File: src/rtl/dmem_bridge.sv
// -----------------------------------------------------------------------------
// dmem_bridge
//   Bridges the memory-stage data request (word address, store data, byte
//   mask, read/write enables) onto a variable-latency valid/ready data bus.
//   Each request is registered, the bus handshake is run, and the pipeline is
//   stalled until the access completes. Raw 32-bit read data is returned for
//   the load-extension logic; bus errors are reported as a one-cycle fault.
//
//   Optional build macro: BUS_TIMEOUT_EN
//     defined   : an access that spends TIMEOUT_CYCLES cycles in REQ/WAIT_RD
//                 is aborted and completes with a fault.
//     undefined : the bridge waits indefinitely for the bus.
//
// Ports
//   i_clk, i_rst_n      clock, asynchronous active-low reset
//   i_req_addr/wdata/mask/ren/wen   request from the memory stage
//   o_req_rdata         read data, valid in the DONE cycle of a read
//   o_stall             pipeline freeze
//   o_bus_fault         one-cycle pulse in DONE when the access failed
//   o_bus_valid/addr/wdata/mask/we, i_bus_ready    bus request channel
//   i_bus_rvalid/rdata/err                         bus response channel
//
// State | meaning
// ------+---------------------------------------------------------------
// IDLE  | waiting for a request; latches it when ren or wen is high
// REQ   | bus request presented, held stable until i_bus_ready
// WAIT_RD | read accepted, waiting for i_bus_rvalid
// DONE  | one-cycle completion: rdata/fault presented, stall released
// -----------------------------------------------------------------------------
module dmem_bridge #(
  parameter int TIMEOUT_CYCLES = 255,
  parameter int TIMEOUT_W      = 8
) (
  input  logic        i_clk,
  input  logic        i_rst_n,
  input  logic [31:0] i_req_addr,
  input  logic [31:0] i_req_wdata,
  input  logic [3:0]  i_req_mask,
  input  logic        i_req_ren,
  input  logic        i_req_wen,
  output logic [31:0] o_req_rdata,
  output logic        o_stall,
  output logic        o_bus_fault,
  output logic        o_bus_valid,
  input  logic        i_bus_ready,
  output logic [31:0] o_bus_addr,
  output logic [31:0] o_bus_wdata,
  output logic [3:0]  o_bus_mask,
  output logic        o_bus_we,
  input  logic        i_bus_rvalid,
  input  logic [31:0] i_bus_rdata,
  input  logic        i_bus_err
);

  localparam logic [1:0] S_IDLE    = 2'd0;
  localparam logic [1:0] S_REQ     = 2'd1;
  localparam logic [1:0] S_WAIT_RD = 2'd2;
  localparam logic [1:0] S_DONE    = 2'd3;

  // The counter must be able to hold TIMEOUT_CYCLES.
  if (TIMEOUT_W < 1 || TIMEOUT_W > 30 || TIMEOUT_CYCLES < 1 ||
      TIMEOUT_CYCLES >= (1 << TIMEOUT_W)) begin : g_bad_cfg
    $error("dmem_bridge: TIMEOUT_W too narrow for TIMEOUT_CYCLES");
  end

  logic [1:0]  r_state;
  logic [31:0] r_addr;
  logic [31:0] r_wdata;
  logic [3:0]  r_mask;
  logic        r_we;
  logic [31:0] r_rdata;
  logic        r_fault;

  logic w_idle;
  logic w_req;
  logic w_wait_rd;
  logic w_done;
  logic w_req_any;
  logic w_timeout;

  assign w_idle    = (r_state == S_IDLE);
  assign w_req     = (r_state == S_REQ);
  assign w_wait_rd = (r_state == S_WAIT_RD);
  assign w_done    = (r_state == S_DONE);
  assign w_req_any = i_req_ren | i_req_wen;

`ifdef BUS_TIMEOUT_EN
  // The compare fires in the cycle the count would reach TIMEOUT_CYCLES, so
  // exactly TIMEOUT_CYCLES cycles are spent in REQ + WAIT_RD before DONE.
  localparam logic [TIMEOUT_W-1:0] LP_TO_LAST = TIMEOUT_W'(TIMEOUT_CYCLES - 1);

  logic [TIMEOUT_W-1:0] r_to_cnt;

  always_ff @(posedge i_clk or negedge i_rst_n) begin
    if (!i_rst_n) begin
      r_to_cnt <= '0;
    end else if (w_idle) begin
      // REQ is only entered from IDLE, so clearing here clears on entry.
      r_to_cnt <= '0;
    end else if (w_req || w_wait_rd) begin
      r_to_cnt <= r_to_cnt + TIMEOUT_W'(1);
    end
  end

  assign w_timeout = (w_req || w_wait_rd) && (r_to_cnt == LP_TO_LAST);
`else
  assign w_timeout = 1'b0;
`endif

  always_ff @(posedge i_clk or negedge i_rst_n) begin
    if (!i_rst_n) begin
      r_state <= S_IDLE;
      r_addr  <= '0;
      r_wdata <= '0;
      r_mask  <= '0;
      r_we    <= 1'b0;
      r_rdata <= '0;
      r_fault <= 1'b0;
    end else begin
      case (r_state)
        S_IDLE: begin
          if (w_req_any) begin
            r_addr  <= i_req_addr;
            r_wdata <= i_req_wdata;
            r_mask  <= i_req_mask;
            r_we    <= i_req_wen;  // write wins when both enables are high
            r_rdata <= '0;
            r_fault <= 1'b0;
            r_state <= S_REQ;
          end
        end
        S_REQ: begin
          // Acceptance takes priority over a timeout in the same cycle.
          if (i_bus_ready) begin
            if (r_we) begin
              r_fault <= i_bus_err;
              r_state <= S_DONE;
            end else begin
              r_state <= S_WAIT_RD;
            end
          end else if (w_timeout) begin
            r_fault <= 1'b1;
            r_state <= S_DONE;
          end
        end
        S_WAIT_RD: begin
          if (i_bus_rvalid) begin
            // Faulted reads return zero rather than whatever the bus drove.
            r_rdata <= i_bus_err ? 32'h0 : i_bus_rdata;
            r_fault <= i_bus_err;
            r_state <= S_DONE;
          end else if (w_timeout) begin
            r_rdata <= '0;
            r_fault <= 1'b1;
            r_state <= S_DONE;
          end
        end
        default: begin
          r_state <= S_IDLE;
        end
      endcase
    end
  end

  // Reset gates the combinational stall so the pipeline is not frozen while
  // the bridge is held in reset with a request pending.
  assign o_stall     = i_rst_n & ((w_idle & w_req_any) | w_req | w_wait_rd);
  assign o_bus_valid = w_req;
  assign o_bus_addr  = r_addr;
  assign o_bus_wdata = r_wdata;
  assign o_bus_mask  = r_mask;
  assign o_bus_we    = r_we;
  assign o_req_rdata = w_done ? r_rdata : 32'h0;
  assign o_bus_fault = w_done & r_fault;

endmodule
File: config.mk
export PLATFORM = sky130hd
export DESIGN_NAME = dmem_bridge
export DESIGN_NICKNAME = d
export VERILOG_FILES = /design/src/rtl/dmem_bridge.sv
export SDC_FILE = /design/constraint.sdc
export NUM_CORES = 1
export LEC_CHECK = 0
export CORE_MARGIN = 2
export CORE_UTILIZATION = 44
export CTS_BUF_LIST = sky130_fd_sc_hd__clkbuf_16
export DETAILED_ROUTE_END_ITERATION = 10
export PLACE_DENSITY = 0.86
export SYNTH_ARGS = -nofsm -noshare
export SYNTH_HDL_FRONTEND = slang
export SYNTH_SLANG_ARGS = --single-unit
File: constraint.sdc
create_clock -name i_clk -period 5.9 [get_ports i_clk]
set_clock_uncertainty 0.1 [all_clocks]
set_input_delay 1.18 -clock i_clk [delete_from_list [all_inputs] [get_ports i_clk]]
set_output_delay 1.18 -clock i_clk [all_outputs]
set_load 0.03 [all_outputs]
# Word level (Yosys, flattened, before mapping)
# Cells that the tools add are included.
[op_classes]
eq_ne = 7
n_bitwise = 6
muxes = 15
reduce_logical = 7
[op_table]
columns = ["operator", "n"]
rows = [
  ["two-way mux 32 bit", 4],
  ["case mux 32 bit (2 select lines)", 1],
  ["two-way mux 2 bit", 3],
  ["inequality test 2 bit (second input constant)", 3],
  ["case mux 2 bit (3 select lines)", 1],
  ["AND reduction 3 bit", 2],
  ["two-way mux 1 bit", 5],
  ["AND reduction 5 bit", 1],
  ["equality test 2 bit (second input constant)", 2],
  ["bitwise AND 1 bit", 3],
  ["bitwise OR 1 bit", 3],
  ["case mux 1 bit (3 select lines)", 1],
  ["nonzero test 3 bit", 1],
  ["equality test 2 x 1 -> 1 bit (second input constant)", 1],
  ["logical NOT 2 bit", 1],
  ["inequality test 2 x 1 -> 1 bit (second input constant)", 1],
  ["AND reduction 2 bit", 1],
  ["nonzero test 2 bit", 1],
]
[word_totals]
regBits = 104
word_cells = 42
out_inout_bits = 104
in_bits = 107

# Logic depth before layout (Yosys ltp)
# Gate-level depths: netlist (run 1).
[logic_depth]
word_depth = 5
depth_mapped = 8
ltp_nobuf = 6

# Worst setup path after synthesis (run 1)
# No wires, ideal clock.
[synth_timing]
kind = "input -> output"
start = "input port i_req_wen"
end = "output port o_stall"
n_path_buf = 1
required_ps = 4620
cell_stages = 3
slack_ps = 2413
arrival_ps = 2207
path_cell_list = "o21ai_1 -> buf_2 -> a21boi_0"
[synth_between]
elab_chain_len = 5
[synth_rtl]
columns = ["item", "line", "rtl"]
rows = [
  ["start, declared", "40", "input logic i_req_wen,"],
  ["bitwise OR 1 bit", "85", "assign w_req_any = i_req_ren | i_req_wen;"],
  ["bitwise AND 1 bit", "167", "assign o_stall = i_rst_n & ((w_idle & w_req_any) | w_req | w_wait_rd);"],
  ["bitwise OR 1 bit (2 in series)", "167", ""],
  ["bitwise AND 1 bit", "167", ""],
  ["end, declared", "42", "output logic o_stall,"],
]
# Every way passes these cells.

# Worst setup path after layout (run 1)
# Ends and elaborated chain as after synthesis.

==> results_dict.tcl, run 1 <==
set metrics [dict create \
    status "completed" \
    path_cells "clkdlybuf4s50_1 > o21ai_4 > a21boi_0 > clkdlybuf4s50_1" \
    rsz0062_at_grt "false" \
    via_per_inst 4.853 \
    yosysWarningCount 0 \
    finalWirelength_mm 10.73 \
    vias 3378 \
    worstSetupPathType "in -> out" \
    swShare 0.4096 \
    place_ws_ns 1.847 \
    switchingPower_w 0.001535 \
    cell_internal_pwr_w 0.002212 \
    track_usage 0.2037 \
    cellPowerDensity_mw_per_mm2 551.3 \
    synth_area_per_cell_um2 12.24 \
    cts-root-buf "clkbuf_16" \
    cp_num_buf_inv 2 \
    areaGrowthSynthToFinish_pct 56.93 \
    clk_latency_ns 0.34 \
    nets 672 \
    utilization 0.7019 \
    cp.required_ns 4.62 \
    power_frac_seq 0.324 \
    drive_above_1_share 0.1634 \
    yosys.cell_types.count 22 \
    nFillCells 708 \
    slew_viol_final 0 \
    drcViolationCount 0 \
    cts_tree "built" \
    syn_nets 468 \
    cp-end-kind "primary output" \
    tns_ns 0 \
    fin_crit_sh 0.6896 \
    max_freq_ghz 0.2458 \
    dp_cells 680 \
    drt-wirelength-per-cell_um 15.42 \
    setup_ws_ns 1.831 \
    clkSinkCount 104 \
    vdd_ir_drop_max_v 0.0003338 \
    slew-limit-headroom 0.1692 \
    cp_slowest_cell "clkdlybuf4s50_1" \
    gp_routability_congestion 0.8070 \
    start_util 0.4473 \
    clk_pin_slew_ns 0.06 \
    htree_levels 3 \
    n_antenna_cell 0 \
    grt_pass1_wl_mm 16.74 \
    tightestPinTransition_ns 1.241 \
    gr-usage-met1 0.2433 \
    drtIter0Drc 85 \
    mappedNetlistArea_mm2 0.004332 \
    muxShareOfSynthArea 0.1768 \
    p_clk_frac 0.145 \
    core_mm2 0.009684 \
    die-area_mm2 0.01065 \
    holdCritPathClass "reg -> reg" \
    ctsHoldBuffers 0 \
    setup_viol 0 \
    slowest_delay_ns 0.74 \
    yosys.area_share.adder 0.02022 \
    grt_util_met2 0.3437 \
    power_w 0.003747 \
    path_max_fanout 3 \
    p_leak_nw 3.001 \
    grt_pass1_vias 3480 \
    combPwrFrac 0.531 \
    grt.overflow.total 0 \
    drtAntennaViolNets 0 \
    synth_compound_area_frac 0.01502 \
    dieHeight_um 103.2 \
    pin_count 211 \
    die_w_um 103.2 \
    dp_hpwl_mm 7.961 \
    antenna_found_initial 0 \
    final_cells 696 \
    synth_top_family_by_area "multiplexers" \
    portBuffers 210 \
    finalHoldViolations 0 \
    cap_violations 0 \
    synth-edff-count 0 \
    synth_seq_cells 104 \
    top_usage_layer "met2" \
    synth-simple-area-share 0.1592 \
    std_cell_rows 36 \
    worst_setup_path_start_kind "input pin" \
    cp.arrival_ns 2.79 \
    synth-xor-area-share 0 \
    async_flop_share 1.000 \
    max-clock-path-buffers 2 \
    crit_path_frequent_cell "clkdlybuf4s50_1" \
    synth_top_flop_cell "dfrtp_1" \
    cts-buffers-inserted 9 \
    grt_max_degree 70 \
    postCtsSetupBuffers 0 \
    yosysSeqAreaShare 0.6008 \
    path_delay_family "buffers and inverters" \
    grt_use_met3 0.06586 \
    drtPass1Iterations 4 \
    cts_resized 0 \
    postSynthCellCount 354 \
    fin_crit_ns 4.069 \
]
-- metal layers --
layer,part of all wire,up-vias
li1,-,1584
met1,0.38,1632
met2,0.51,145
met3,0.093,17
met4,0.019,0
met5,0,-
-- worst min-delay path, cell delays in order, from the launching register on --
cell,delay (ns)
dfrtp_1,0.34
nand2_1,0.05
nand2_1,0.04
-- cell usage after synthesis, types with 2 or more instances --
cell type / number / area, um^2
and2_1: 33 / 206.5
nor2_1: 3 / 11.26
a21boi_0: 2 / 15.01
nand2_1: 69 / 259.0
inv_1: 3 / 11.26
nand3_1: 31 / 155.2
nor2b_1: 3 / 18.77
mux2_2: 68 / 765.7
dfrtp_1: 104 / 2603
buf_6: 3 / 33.78
clkbuf_1: 7 / 26.28
o21ai_0: 2 / 10.01
ha_1: 7 / 87.58
nor3_2: 2 / 20.02
buf_2: 10 / 50.05
-- per-stage QoR --
step	hold WS, ns	instance area [um^2]
after floorplan	0.3305	4332
after global placement	0.3410	6524
after detailed placement	0.3476	6524
after CTS	0.3627	6798
after global routing	0.3874	6798
final	0.3608	6798
-- path summary, 6_finish.rpt --
check / end / cells past startpoint / from / slack [ns]
setup / recovery: o_stall / 4 / i_req_wen / 1.83
hold / removal: r_rdata[19]$_DFFE_PN0P_ / 2 / r_rdata[19]$_DFFE_PN0P_ / 0.36
setup reg to reg: r_rdata[16]$_DFFE_PN0P_ / 6 / r_state[0]$_DFFE_PN0P_ / 3.29
hold reg to reg: r_rdata[19]$_DFFE_PN0P_ / 2 / r_rdata[19]$_DFFE_PN0P_ / 0.36
max in group asynchronous: o_bus_wdata[21]$_DFFE_PN0P_ / 2 / i_rst_n / 3.80
min in group asynchronous: r_rdata[27]$_DFFE_PN0P_ / 1 / i_rst_n / 0.75
-- state kept, by name, indices dropped and copies added, names as in the netlist --
name and flops:
o_bus_addr 32, o_bus_wdata 32, r_rdata 32, o_bus_mask 4
r_state 2, o_bus_we 1, r_fault 1
-- final cells by class --
type / instances / area (um^2) / area share
Tap cell: 133 / 166.4 / 0.02448
Inverter: 3 / 11.26 / 0.001657
Clock inverter: 7 / 48.80 / 0.007178
Multi-Input combinational cell: 227 / 1622 / 0.2385
Clock buffer: 9 / 225.2 / 0.03313
Sequential cell: 104 / 2603 / 0.3828
Timing Repair Buffer: 213 / 2122 / 0.3122
-- kinds of logic after synthesis --
kind of cell,Yosys count
simple gates,143
flops,104
mux,68
buf+inv,23
compound gates,9
fa+ha+maj,7
-- power by group through the flow --
stage	clock network [W]	logic, W	registers (W)
after floorplan	0	0.000760	0.00169
after global placement	0	0.00197	0.00121
after detailed placement	0	0.00200	0.00123
after CTS	0.000559	0.00201	0.00122
after global routing	0.000589	0.00212	0.00126
final	0.000543	0.00199	0.00121
-- cells in the final DEF, fill, tap and decap left out, drive strengths merged, types with 2 or more instances in the layout --
cell / synthesis / final
a21boi: 2 / 2
and2: 33 / 33
buf: 13 / 4
clkbuf: 7 / 9
clkdlybuf4s50: 0 / 209
clkinv: 0 / 5
clkinvlp: 0 / 2
dfrtp: 104 / 104
ha: 7 / 7
inv: 3 / 3
mux2: 68 / 68
nand2: 69 / 69
nand3: 31 / 31
nor2: 3 / 3
nor2b: 3 / 3
nor3: 2 / 2
o21ai: 3 / 3
Power figures use the tool's default switching activity.
==> run 2, diff against run 1 <==
CORE_UTILIZATION = 41   (was 44)
PLACE_DENSITY = 0.81   (was 0.86)
clock period = 4 ns   (was 5.9 ns; I/O delays follow)
==> run 2 against run 1 <==
Utilization shrank 3.4 points. Critical path depth shrank 1. Sequential power rose by 48%. Count of clock-buffer cells in the layout stayed put. Non-clock buffer count grew 3. First-iteration DRC count rose by 89%. Clock power increased by 65%. Cell count increased by 0.86%. Die area up 7.0%. Final area rose by 0.94%. Highest routed layer unchanged.
==> results_dict.tcl, run 2 (synthesis gave the netlist of run 1 again) <==
set metrics [dict create \
    status "completed" \
    reg2regPathDepth 7 \
    postCtsSetupBuffers 0 \
    areaGrowthSynthToFinish_pct 58.41 \
    pin_count 211 \
    multi_input_area_mm2 0.001628 \
    gp_routability_congestion 0.7602 \
    min_from "r_rdata[8]$_DFFE_PN0P_" \
    n_antenna_cell 0 \
    die-area_mm2 0.01140 \
    fin_crit_ns 3.391 \
    antenna_found_initial 0 \
    cts-buffers-inserted 9 \
    drtIter0Drc 161 \
    slew-limit-headroom 0.3902 \
    setup_viol 0 \
    drtAntennaViolNets 0 \
    p_leak_nw 3.049 \
    die_w_um 106.8 \
    cts_resized 0 \
    cp.required_ns 3.10 \
    layout_commonest_cell "clkdlybuf4s50_1" \
    finalWirelength_mm 10.99 \
    nets 675 \
    drt-wirelength-per-cell_um 15.65 \
    nFillCells 770 \
    cp.arrival_ns 2.49 \
    holdCritPathClass "reg -> reg" \
    cp-end-kind "primary output" \
    slew_viol_final 0 \
    max_freq_ghz 0.2949 \
    std_cell_rows 37 \
    mostFrequentLayoutCells "clkdlybuf4s50_1, dfrtp_1, nand2_1, mux2_2, and2_1" \
    r2r-start "r_state[1]$_DFFE_PN0P_" \
    drcViolationCount 0 \
    ctsHoldBuffers 0 \
    slowest_delay_ns 0.79 \
    dieHeight_um 106.8 \
    finalHoldViolations 0 \
    grt_pass1_wl_mm 17.60 \
    hold_slack_ns 0.3561 \
    rr_endpoint "r_rdata[16]$_DFFE_PN0P_" \
    cts_tree "built" \
    tightestPinTransition_ns 0.9147 \
    whs_path_depth 2 \
    portBuffers 210 \
    worstSetupPathType "reg -> out" \
    path_cells "ha_1 > and2_1 > clkdlybuf4s50_1" \
    vias 3370 \
    cts-root-buf "clkbuf_16" \
    tns_ns 0 \
    timing.reg2reg.setup_slack_ns 1.52 \
    grt_pass1_vias 3524 \
    via_per_inst 4.801 \
    start_util 0.4215 \
    fin_crit_sh 0.8478 \
    clkSinkCount 104 \
    worstHoldEndpoint "r_rdata[8]$_DFFE_PN0P_" \
    vdd_ir_drop_max_v 0.0004514 \
    cellPowerDensity_mw_per_mm2 824.2 \
    rsz0062_at_grt "false" \
    path_max_fanout 33 \
    core_mm2 0.01028 \
    drive_above_1_share 0.1643 \
    clk_latency_ns 0.33 \
    grt_max_degree 70 \
    grt.overflow.total 0 \
    cap_violations 0 \
    track_usage 0.1981 \
    regArea_mm2 0.002603 \
    dp_hpwl_mm 8.088 \
    drtPass1Iterations 4 \
    max-clock-path-buffers 2 \
    cp_slowest_cell "ha_1" \
    clk_pin_slew_ns 0.06 \
    worst_setup_path_start_kind "flip-flop" \
    htree_levels 3 \
]
[run 2: cell types whose count changed in the layout (fill, tap and decap cells not counted)]
cell	before	now
nor3_4	0	1
inv_1	3	6
clkinv_2	0	1
bufinv_16	0	2
buf_4	4	7
clkinv_1	2	1
clkinv_4	3	0
clkinvlp_4	2	0
nor3_2	2	1
[run 2: report_power, final]
group	leakage (nW)	internal, W	total (W)	switching, W
logic	1.60	0.00132	0.00297	0.00165
clock network	0.161	0.000538	0.000895	0.000357
registers	1.29	0.00155	0.00179	0.000248
total	3.05	0.00340	0.00566	0.00226
[run 2: stage by stage]
| step | power, W | worst slack (ns) | cell area [um^2] | cells | utilization |
|---|---|---|---|---|---|
| after global placement | 0.004711 | 0.7217 | 6556 | 686 | 0.6379 |
| final | 0.005656 | 0.6087 | 6862 | 702 | 0.6676 |
| after detailed placement | 0.004804 | 0.7372 | 6556 | 686 | 0.6379 |
| after CTS | 0.005727 | 0.5845 | 6862 | 702 | 0.6676 |
| after global routing | 0.005980 | 0.4407 | 6862 | 702 | 0.6676 |
| after floorplan | 0.003621 | 1.273 | 4332 | 354 | - |
[run 2: critical path, delay by kind of cell (launching register included)]
family        cells  cell delay, ns
fa+ha+maj         1            0.79
buf+inv           1            0.69
flops             1            0.42
simple gates      1            0.26
[run 2: area by class of cell]
| type | count | share of cell area |
|---|---|---|
| clock buffer | 9 | 0.03282 |
| multi-input combinational | 227 | 0.2372 |
| inverter | 3 | 0.001641 |
| clock inverter | 7 | 0.01167 |
| sequential | 104 | 0.3793 |
| timing repair buffer | 216 | 0.3125 |
| tap | 136 | 0.02480 |
[run 2: how the worst max path moves through the flow]
| stage | to | cells after the start | from |
|---|---|---|---|
| after detailed placement | o_stall | 4 | i_req_wen |
| after floorplan | o_stall | 3 | i_req_wen |
| after global routing | o_req_rdata[8] | 3 | r_state[1]$_DFFE_PN0P_ |
| after global placement | o_stall | 4 | i_req_wen |
| final | o_req_rdata[12] | 3 | r_state[1]$_DFFE_PN0P_ |
| after CTS | o_req_rdata[19] | 3 | r_state[0]$_DFFE_PN0P_ |
[run 2: routing by layer]
| layer | up-vias | track usage | wire length, um |
|---|---|---|---|
| li1 | 1585 | - | - |
| met1 | 1628 | 0.2373 | 4324 |
| met2 | 138 | 0.3267 | 5406 |
| met3 | 19 | 0.07660 | 999 |
| met4 | 0 | 0.06957 | 257 |
| met5 | - | 0 | 0 |
==> run 3, diff against run 2 <==
clock period = 3.25 ns   (was 4 ns; I/O delays follow)
==> run 3 against run 2 <==
Worst hold slack worse by 0.20 ns. Count of clock-buffer cells in the layout unchanged. Final area down 0.18%.
==> results_dict.tcl, run 3 (synthesis gave the netlist of run 1 again) <==
set metrics [dict create \
    status "completed" \
    portBuffers 210 \
    finalHoldViolations 0 \
    grt_pass1_vias 3574 \
    p_leak_nw 3.033 \
    cts-buffers-inserted 9 \
    drtIter0Drc 100 \
    drtAntennaViolNets 0 \
    layout_commonest_cell "clkdlybuf4s50_1" \
    cap_violations 0 \
    setup_ws_ns 0.4246 \
    clk_latency_ns 0.32 \
    crit_start "r_state[1]$_DFFE_PN0P_" \
    std_cell_rows 37 \
    cp.arrival_ns 2.08 \
    cellPowerDensity_mw_per_mm2 1004 \
    setup_viol 0 \
    antenna_found_initial 0 \
    swShare 0.4021 \
    areaGrowthSynthToFinish_pct 58.12 \
    drt-wirelength-per-cell_um 15.34 \
    power_frac_seq 0.321 \
    grt_pass1_wl_mm 17.35 \
    finalWirelength_mm 10.75 \
    fin_crit_sh 0.8694 \
    worstSetupPathType "reg -> out" \
    rsz0062_at_grt "false" \
    slew_viol_final 0 \
    slowest_delay_ns 0.67 \
    place_ws_ns 0.3457 \
    vdd_ir_drop_max_v 0.0006574 \
    clkSinkCount 104 \
    p_clk_frac 0.152 \
    slew-limit-headroom 0.2828 \
    start_util 0.4215 \
    cp-end-kind "primary output" \
    n_antenna_cell 0 \
    cts-root-buf "clkbuf_16" \
    switchingPower_w 0.002765 \
    drcViolationCount 0 \
    dieHeight_um 106.8 \
    drive_above_1_share 0.1664 \
    cp_slowest_cell "clkdlybuf4s50_1" \
    track_usage 0.1916 \
    combPwrFrac 0.528 \
    mostFrequentLayoutCells "clkdlybuf4s50_1, dfrtp_1, nand2_1, mux2_2, and2_1" \
    cts_tree "built" \
    die-area_mm2 0.01140 \
    max-clock-path-buffers 2 \
    cts_resized 0 \
    via_per_inst 4.782 \
    utilization 0.6664 \
    nFillCells 783 \
    grt.overflow.total 0 \
    grt_max_degree 76 \
    tightestPinTransition_ns 1.076 \
    path_max_fanout 33 \
    die_w_um 106.8 \
    clk_pin_slew_ns 0.06 \
    cp.required_ns 2.50 \
    pin_count 211 \
    holdCritPathClass "in -> async" \
    max_freq_ghz 0.3539 \
    gp_routability_congestion 0.8073 \
    nets 674 \
    fin_crit_ns 2.825 \
    htree_levels 3 \
    tns_ns 0 \
    dp_hpwl_mm 7.970 \
    drtPass1Iterations 6 \
    core_mm2 0.01028 \
    r2r-start "r_state[1]$_DFFE_PN0P_" \
    vias 3352 \
    cell_internal_pwr_w 0.004111 \
    postCtsSetupBuffers 0 \
    path_cells "ha_1 > buf_4 > and2_1 > clkdlybuf4s50_1" \
    worst_setup_path_start_kind "flip-flop" \
    ctsHoldBuffers 0 \
]
[run 3: cell types whose count changed in the layout (fill, tap and decap cells not counted)]
| cell | change |
|---|---|
| clkinvlp_4 | +2 |
| buf_12 | +1 |
| buf_4 | -1 |
| bufinv_16 | -1 |
| clkdlybuf4s50_1 | -1 |
| clkinv_2 | -1 |
| clkinv_4 | +1 |
| inv_1 | -1 |
[run 3: layout make-up]
cell class | count | area (um^2) | share of cell area
flip-flops and latches | 104 | 2603 | 0.3800
clock buffers | 9 | 225.2 | 0.03288
multi-input cells | 227 | 1628 | 0.2377
well taps | 136 | 170.2 | 0.02484
inverters | 3 | 11.26 | 0.001644
clock inverters | 7 | 65.06 | 0.009499
repair buffers | 215 | 2147 | 0.3135
[run 3: layer usage]
metal,vias to the layer above,part of all wire,GRT usage
li1,1585,-,-
met1,1608,0.38,0.2136
met2,143,0.51,0.3380
met3,16,0.093,0.07173
met4,0,0.022,0.06215
met5,-,0,0
[run 3: worst paths after layout]
| path | to | cells after the start | slack, ns |
|---|---|---|---|
| worst max-delay path | o_bus_fault | 4 | 0.42 |
| worst min-delay path | r_state[1]$_DFFE_PN0P_ | 1 | 0.16 |
| worst max register to register | r_rdata[16]$_DFFE_PN0P_ | 6 | 0.64 |
| worst min register to register | r_rdata[25]$_DFFE_PN0P_ | 2 | 0.36 |
| max in group asynchronous | r_rdata[1]$_DFFE_PN0P_ | 2 | 1.61 |
| min in group i_clk | r_rdata[25]$_DFFE_PN0P_ | 2 | 0.36 |
[run 3: power groups by stage]
stage          Combinational, W  Sequential (W)  Clock (W)
2_1_floorplan           0.00138         0.00308          0
5_1_grt                 0.00386         0.00228    0.00113
3_5_place_dp            0.00365         0.00223          0
6_report                0.00363         0.00220    0.00104
4_1_cts                 0.00367         0.00221    0.00108
3_3_place_gp            0.00359         0.00219          0
[run 3: critical path, delay by kind of cell (launching register included)]
family	cells	cell delay, ns
AND/OR/NAND/NOR	1	0.20
adder cells (fa/ha/maj)	1	0.18
buffers and inverters	2	0.93
flip-flops	1	0.44
[run 3: stage by stage]
| stage | instance area, um^2 | hold slack [ns] | power, W | std cells |
|---|---|---|---|---|
| finish | 6849 | 0.1572 | 0.006876 | 701 |
| global route | 6849 | 0.1753 | 0.007266 | 701 |
| CTS | 6849 | 0.1632 | 0.006954 | 701 |
| detailed placement | 6559 | 0.3476 | 0.005882 | 685 |
| global placement | 6559 | 0.3414 | 0.005774 | 685 |
| floorplan | 4332 | 0.2544 | 0.004456 | 354 |
